<file path="src/rtl/mux_sel_arbiter_4.sv">
// Round-robin arbiter for a shared 4:1 select-driven mux: registered one-hot
// grant, matching select, and a hold limit that forces rotation under contention.
module mux_sel_arbiter_4 #(
    parameter int unsigned MAX_HOLD = 8
) (
    input  logic       clk,
    input  logic       rst,
    input  logic [3:0] req,
    output logic [3:0] gnt,
    output logic [1:0] sel,
    output logic       valid,
    output logic [7:0] hold_cnt
);

    typedef enum logic {IDLE, BUSY} state_t;

    // With no limit the counter simply saturates at its full range.
    localparam logic [7:0] HOLD_LAST = (MAX_HOLD == 0) ? 8'd255 : 8'(MAX_HOLD - 1);
    localparam bit         LIMIT_EN  = (MAX_HOLD != 0);

    state_t     state;
    logic [1:0] ptr;
    logic [1:0] next_ptr;
    logic [2:0] idle_pick;
    logic [2:0] rot_pick;
    logic       owner_req;
    logic       at_limit;

    // Returns {found, index} of the first set bit scanning cyclically from start.
    function automatic logic [2:0] pick(input logic [3:0] r, input logic [1:0] start);
        logic [2:0] res;
        logic [1:0] idx;
        res = 3'b000;
        for (int k = 3; k >= 0; k--) begin
            idx = start + 2'(k);
            if (r[idx]) res = {1'b1, idx};
        end
        return res;
    endfunction

    always_comb begin
        next_ptr  = sel + 2'd1;
        owner_req = req[sel];
        at_limit  = (hold_cnt == HOLD_LAST);
        idle_pick = pick(req, ptr);
        // Masking the owner means a forced rotation can never re-pick it.
        rot_pick  = pick(req & ~gnt, next_ptr);
    end

    always_ff @(posedge clk) begin
        if (rst) begin
            state    <= IDLE;
            ptr      <= 2'd0;
            gnt      <= 4'b0000;
            sel      <= 2'd0;
            valid    <= 1'b0;
            hold_cnt <= 8'd0;
        end else begin
            case (state)
                IDLE: begin
                    if (idle_pick[2]) begin
                        state    <= BUSY;
                        gnt      <= 4'b0001 << idle_pick[1:0];
                        sel      <= idle_pick[1:0];
                        valid    <= 1'b1;
                        hold_cnt <= 8'd0;
                    end else begin
                        // sel deliberately keeps its last value so the mux output is stable.
                        gnt      <= 4'b0000;
                        valid    <= 1'b0;
                        hold_cnt <= 8'd0;
                    end
                end
                BUSY: begin
                    if (!owner_req) begin
                        ptr      <= next_ptr;
                        hold_cnt <= 8'd0;
                        if (rot_pick[2]) begin
                            gnt   <= 4'b0001 << rot_pick[1:0];
                            sel   <= rot_pick[1:0];
                            valid <= 1'b1;
                        end else begin
                            state <= IDLE;
                            gnt   <= 4'b0000;
                            valid <= 1'b0;
                        end
                    end else if (LIMIT_EN && at_limit && rot_pick[2]) begin
                        ptr      <= next_ptr;
                        gnt      <= 4'b0001 << rot_pick[1:0];
                        sel      <= rot_pick[1:0];
                        valid    <= 1'b1;
                        hold_cnt <= 8'd0;
                    end else if (!at_limit) begin
                        hold_cnt <= hold_cnt + 8'd1;
                    end
                end
                default: begin
                    state <= IDLE;
                    gnt   <= 4'b0000;
                    valid <= 1'b0;
                end
            endcase
        end
    end

endmodule

</file>
<file path="config.mk">
export PLATFORM = sky130hd
export DESIGN_NAME = mux_sel_arbiter_4
export DESIGN_NICKNAME = d
export VERILOG_FILES = /design/src/rtl/mux_sel_arbiter_4.sv
export SDC_FILE = /design/constraint.sdc
export NUM_CORES = 1
export LEC_CHECK = 0
export ABC_AREA = 1
export CAP_MARGIN = 20
export CORE_MARGIN = 3
export CORE_UTILIZATION = 49
export CTS_BUF_LIST = sky130_fd_sc_hd__clkbuf_8 sky130_fd_sc_hd__clkbuf_16
export DETAILED_ROUTE_END_ITERATION = 8
export PLACE_DENSITY_LB_ADDON = 0.3
export SYNTH_ARGS = -nofsm -noshare
export SYNTH_HDL_FRONTEND = slang
export SYNTH_SLANG_ARGS = --single-unit
</file>
<file path="constraint.sdc">
create_clock -name clk -period 1.4 [get_ports clk]
set_clock_uncertainty 0.05 [all_clocks]
set_input_delay 0.28 -clock clk [delete_from_list [all_inputs] [get_ports clk]]
set_output_delay 0.28 -clock clk [all_outputs]
set_load 0.05 [all_outputs]
</file>
* Word level (Yosys, flattened, before mapping) *
Index checks and enable logic that the tools add are counted.

cells by class
  add/sub/neg operators = 8
  order comparisons = 9
  eq/ne operators = 6
  shift operators = 2
  mux-type cells = 49
  bitwise operators = 3
  reduce and logical (&&, ||, !) cells = 3

operator list
  cell                   count
  $lt A2 B3 Y1 const B   9
  $mux W3                8
  $mux W8                3
  $bmux W1 S2            9
  $mux W4                4
  $pmux W8 S2            1
  $mux W1                14
  $mux W2                6
  $add A2 B2 Y2 const B  4
  $add A8 B1 Y8 const B  1
  $eq A8 B3 Y1 const B   1
  $pmux W4 S2            1
  $shl A1 B2 Y4 const A  2
  $add A2 B1 Y2 const B  3
  $and A4 B4 Y4          1
  $ne A4 B3 Y1 const B   1
  $not A4 Y4             1
  $pmux W1 S2            2
  $pmux W2 S2            1
  $ne A3 B1 Y1 const B   1
  $ne A3 B2 Y1 const B   1
  $reduce_and A3 Y1      1
  $ne A2 B1 Y1 const B   1
  $ne A2 B2 Y1 const B   1
  3 further kinds        3

storage, ports and cells
  register bits after elaboration = 18
  input bits = 6
  output and inout bits = 15

* Longest topological paths before layout *
  depth in word-level cells = 12
  depth in mapped cells = 15
  mapped depth without buffers = 14

* Least setup slack after synthesis *
No wires, ideal clock.

  path type = register -> register
  start point = register hold_cnt[0]
  end point = register sel[0]
  arrival time = 1.838 ns
  data required time = 1.241 ns
  path slack = -0.597 ns
  cell stages (with the launch flop) = 13
  buffers on the path = 0
  period minus slack after synthesis = 1.997 ns
  cells stage by stage = dfxtp_1 ha_1 nand2_1 inv_1 nand4_1 inv_1 nand2_4 nand2_8 nand3_4 inv_2 nand3_1 nand2_1 inv_1

on the way
  longest elaborated chain between the ends = 4

ends and longest elaborated chain
  element                             RTL line  RTL
  from (decl)                         12        output logic [7:0] hold_cnt
  from (signal assigned)              94        hold_cnt <= hold_cnt + 8'd1;
  $eq A8 B3 Y1                        44        at_limit = (hold_cnt == HOLD_LAST);
  $logic_and A1 B1 Y1                 87        end else if (LIMIT_EN && at_limit && rot_pick[2]) begin
  $ne A3 B2 Y1 (no source line)       n/a
  $reduce_and A3 Y1 (no source line)  n/a
  to (signal assigned)                64        sel <= idle_pick[1:0];
  to (signal assigned)                80        sel <= rot_pick[1:0];
  to (signal assigned)                90        sel <= rot_pick[1:0];
  to (decl)                           10        output logic [1:0] sel,

No other way between the ends.
A chain may end at the register's enable or synchronous reset.

* Worst setup path after layout *
  start point = register ptr[0]
  end point = register gnt[0]

on the way
  longest elaborated chain between the ends = 10
  elaborated cells between the ends (all ways) = 18
  those cells by class = 3 x add/sub; 1 x shift; 14 x mux

ends and longest elaborated chain
  element                        RTL line  RTL
  from (decl)                    22        logic [1:0] ptr;
  from (signal assigned)         76        ptr <= next_ptr;
  from (signal assigned)         88        ptr <= next_ptr;
  $add A2 B2 Y2                  35        idx = start + 2'(k);
  $bmux W1 S2                    36        if (r[idx]) res = {1'b1, idx};
  $mux W1 (not written as such)  36
  $mux W3 (3 in a row)           36
  $mux W3 (*)                    36
  $shl A1 B2 Y4                  63        gnt <= 4'b0001 << idle_pick[1:0];
  $mux W4 (*)                    61        if (idle_pick[2]) begin
  $pmux W4 S2 (*)                59        case (state)
  to (signal assigned)           63
  to (signal assigned)           79        gnt <= 4'b0001 << rot_pick[1:0];
  to (signal assigned)           89        gnt <= 4'b0001 << rot_pick[1:0];
  to (decl)                      9         output logic [3:0] gnt,

Every way passes the cells marked *; elsewhere a longest branch is shown, timed or not. The select of a mux whose other input is x is not followed.

==> flow_summary.toml <==
[status]
status = "complete, but fails checks"
violations = "negative setup slack"

[worst_setup_path]
required_ns = 1.51
startpoint_type = "register"
cp_max_fo = 5
critPathKind = "register to register"
endpoint_kind = "register"
arrival_ns = 1.95

[power_and_ir_drop]
swShare = 0.548
p_sw_uw = 3110
combPwrFrac = 0.784
internal-power_uw = 2560
clockPowerShare = 0.069
powerDensity_nw_per_um2 = 2230
peakVddDrop_v = 0.00186
pwr-share-seq = 0.147
leakage_uw = 0.00120

[finish]
n_antenna_cell = 0
fin_nets = 306
layout_common_cells = "49 x nand2_1, 40 x buf_4, 31 x inv_1"
drive_above_1_share = 0.552
stdcell_count = 328
n_fill_cell = 117
final_common_cell = "nand2_1"
syn2layout_area_growth_pct = 72.6
multi_input_area_sq_um = 1190
seqCellArea_sq_um = 392

[drt]
routed_wl_mm = 6.84
via_per_inst = 6.35
avgRoutedWirePerCell_microns = 20.8
drt_first_pass_iters = 5
postRouteAntennaNets = 0
drc = 0
num_vias = 2082
drt_iter0_drc = 243

[synthesis]
syn_area_sq_um = 1470
ys_seq_elements = 18
async_flop_share = 0
synth_ff_type = "dfxtp_1"
synth_edf_count = 0
synth_seq_area_share = 0.245
yosys_warnings = 0
ys_types = 36
synthCells = 233
avgSynthCellArea_sq_um = 6.32
synth_nets = 240

[clocking]
clock_latency_ns = 0.27
numCtsBuffers = 3
h-tree-depth = 1
cts_tree = "yes"
clk_path_buf_depth = 2
root_buffer = "clkbuf_8"
ctsHoldBuffers = 0
clkSlewWorstSetupHoldPaths_ns = 0.07
clkSinkCount = 18

[sta]
rsz0062_at_grt = "yes"
final.setup.worst_slack_ns = -0.444
setup_violations = 20
hold_violations = 0
fmax_ghz = 0.542
slew_viol_final = 0
hold_ws_ns = 0.478
slew_headroom = 0.701
tightest_slew_ns = 0.445
period_share = 1.32
fin_crit_ns = 1.84

[placed_design]
place_congestion = 0.934
hpwl_mm = 3.10
port_buffers = 20
place_ws_ns = -0.673
dp_cells = 315

[global_route]
antenna_found_initial = 0
grt_max_degree = 10
first_global_vias = 1746
grt_overflow = 0
grt_first_pass_wirelength_mm = 7.83
grt_usage = 0.285

[floorplan]
start_util = 0.525
coreArea_sq_um = 2810
row_count = 19
io_pins = 21
fp.dieH_microns = 60.8
fp.dieW_microns = 60.8
die_area_sq_um = 3700

[job]
cap_violations = 0

[worst_hold_path]
hp-class = "register to register"
## layer usage
metal  global-route usage  part of all wire  wire [microns]  vias to the layer above
met5                    0                 0               0                        -
met4                0.152              0.10             699                        0
met3               0.0277              0.10             681                       79
met2                0.490              0.47            3230                      199
met1                0.348              0.33            2220                      929
li1                     -                 -               -                      875
## power by group through the flow
stage,Sequential [uW],Clock (uW),Combinational (uW)
5_1_grt,847,403,4720
3_5_place_dp,826,0,2940
6_report,835,393,4440
4_1_cts,821,372,3330
3_3_place_gp,827,0,2870
2_1_floorplan,1010,0,1750
## worst max-delay path, cell delays in order (launching register included)
cell     delay, ns
dfxtp_4       0.38
buf_6         0.14
o21ai_2       0.21
nand3_1       0.15
nand3_2       0.13
nand2_1       0.09
nand2_1       0.09
nand2_1       0.12
nand3_2       0.12
nand2_1       0.08
nor2_1        0.13
nor2_1        0.06
## path summary, 6_finish.rpt
check / start / end / slack (ns) / depth (start not counted)
max reg2reg: ptr[0]$_SDFFE_PP0P_ / gnt[0]$_SDFFE_PP0P_ / -0.44 / 11
min reg2reg: valid$_SDFFE_PP0P_ / valid$_SDFFE_PP0P_ / 0.48 / 2
min: valid$_SDFFE_PP0P_ / valid$_SDFFE_PP0P_ / 0.48 / 2
max: ptr[0]$_SDFFE_PP0P_ / gnt[0]$_SDFFE_PP0P_ / -0.44 / 11
## stage by stage
step	util	area (sq um)	setup TNS (ns)	total power [uW]
floorplan	-	1520	-2.35	2760
global placement	0.762	2140	-9.66	3700
detailed placement	0.762	2140	-10.06	3770
CTS	0.817	2290	-2.04	4520
global route	0.905	2540	-6.94	5970
finish	0.905	2540	-4.47	5670
## cell families (layout without fill, tap and decap cells)
group                      count (synthesis)  count (layout)  synth area share
and+or+nand+nor                          142             142             0.496
xor gates and xnor gates                   3               3            0.0179
buffers and inverters                     43             107             0.131
AOI/OAI and AO/OA                         26              26             0.102
DFF                                       18              18             0.245
adders and majority gates                  1               1           0.00850
## layout make-up
cell class / count / share of cell area
repair buffers: 65 / 0.278
clock buffers: 3 / 0.0163
flip-flops and latches: 18 / 0.154
multi-input cells: 172 / 0.470
well taps: 31 / 0.0153
inverters: 39 / 0.0665
## registers in the layout, indices dropped and copies added (netlist names)
name,cells
valid,1
hold_cnt,8
ptr,2
sel,2
gnt,4
state,1
## cell usage after synthesis, types with 3 or more instances
| library cell | instances | area share |
|---|---|---|
| a21oi_1 | 9 | 0.031 |
| nand4_1 | 3 | 0.013 |
| nor2_1 | 16 | 0.041 |
| inv_2 | 4 | 0.010 |
| nand3_1 | 26 | 0.088 |
| o21ai_0 | 8 | 0.027 |
| dfxtp_1 | 18 | 0.24 |
| inv_1 | 32 | 0.082 |
| o21ai_1 | 4 | 0.014 |
| nand2_4 | 4 | 0.031 |
| nand2_2 | 5 | 0.021 |
| nand2_1 | 72 | 0.18 |
| nand3_2 | 4 | 0.027 |
## repair_timing
action	4_1_cts	5_1_grt
resized for setup	32	49
endpoints found under the setup margin	18	19
pin swaps	19	30
buffers inserted	2	9
(Power assumes the default switching activity.)
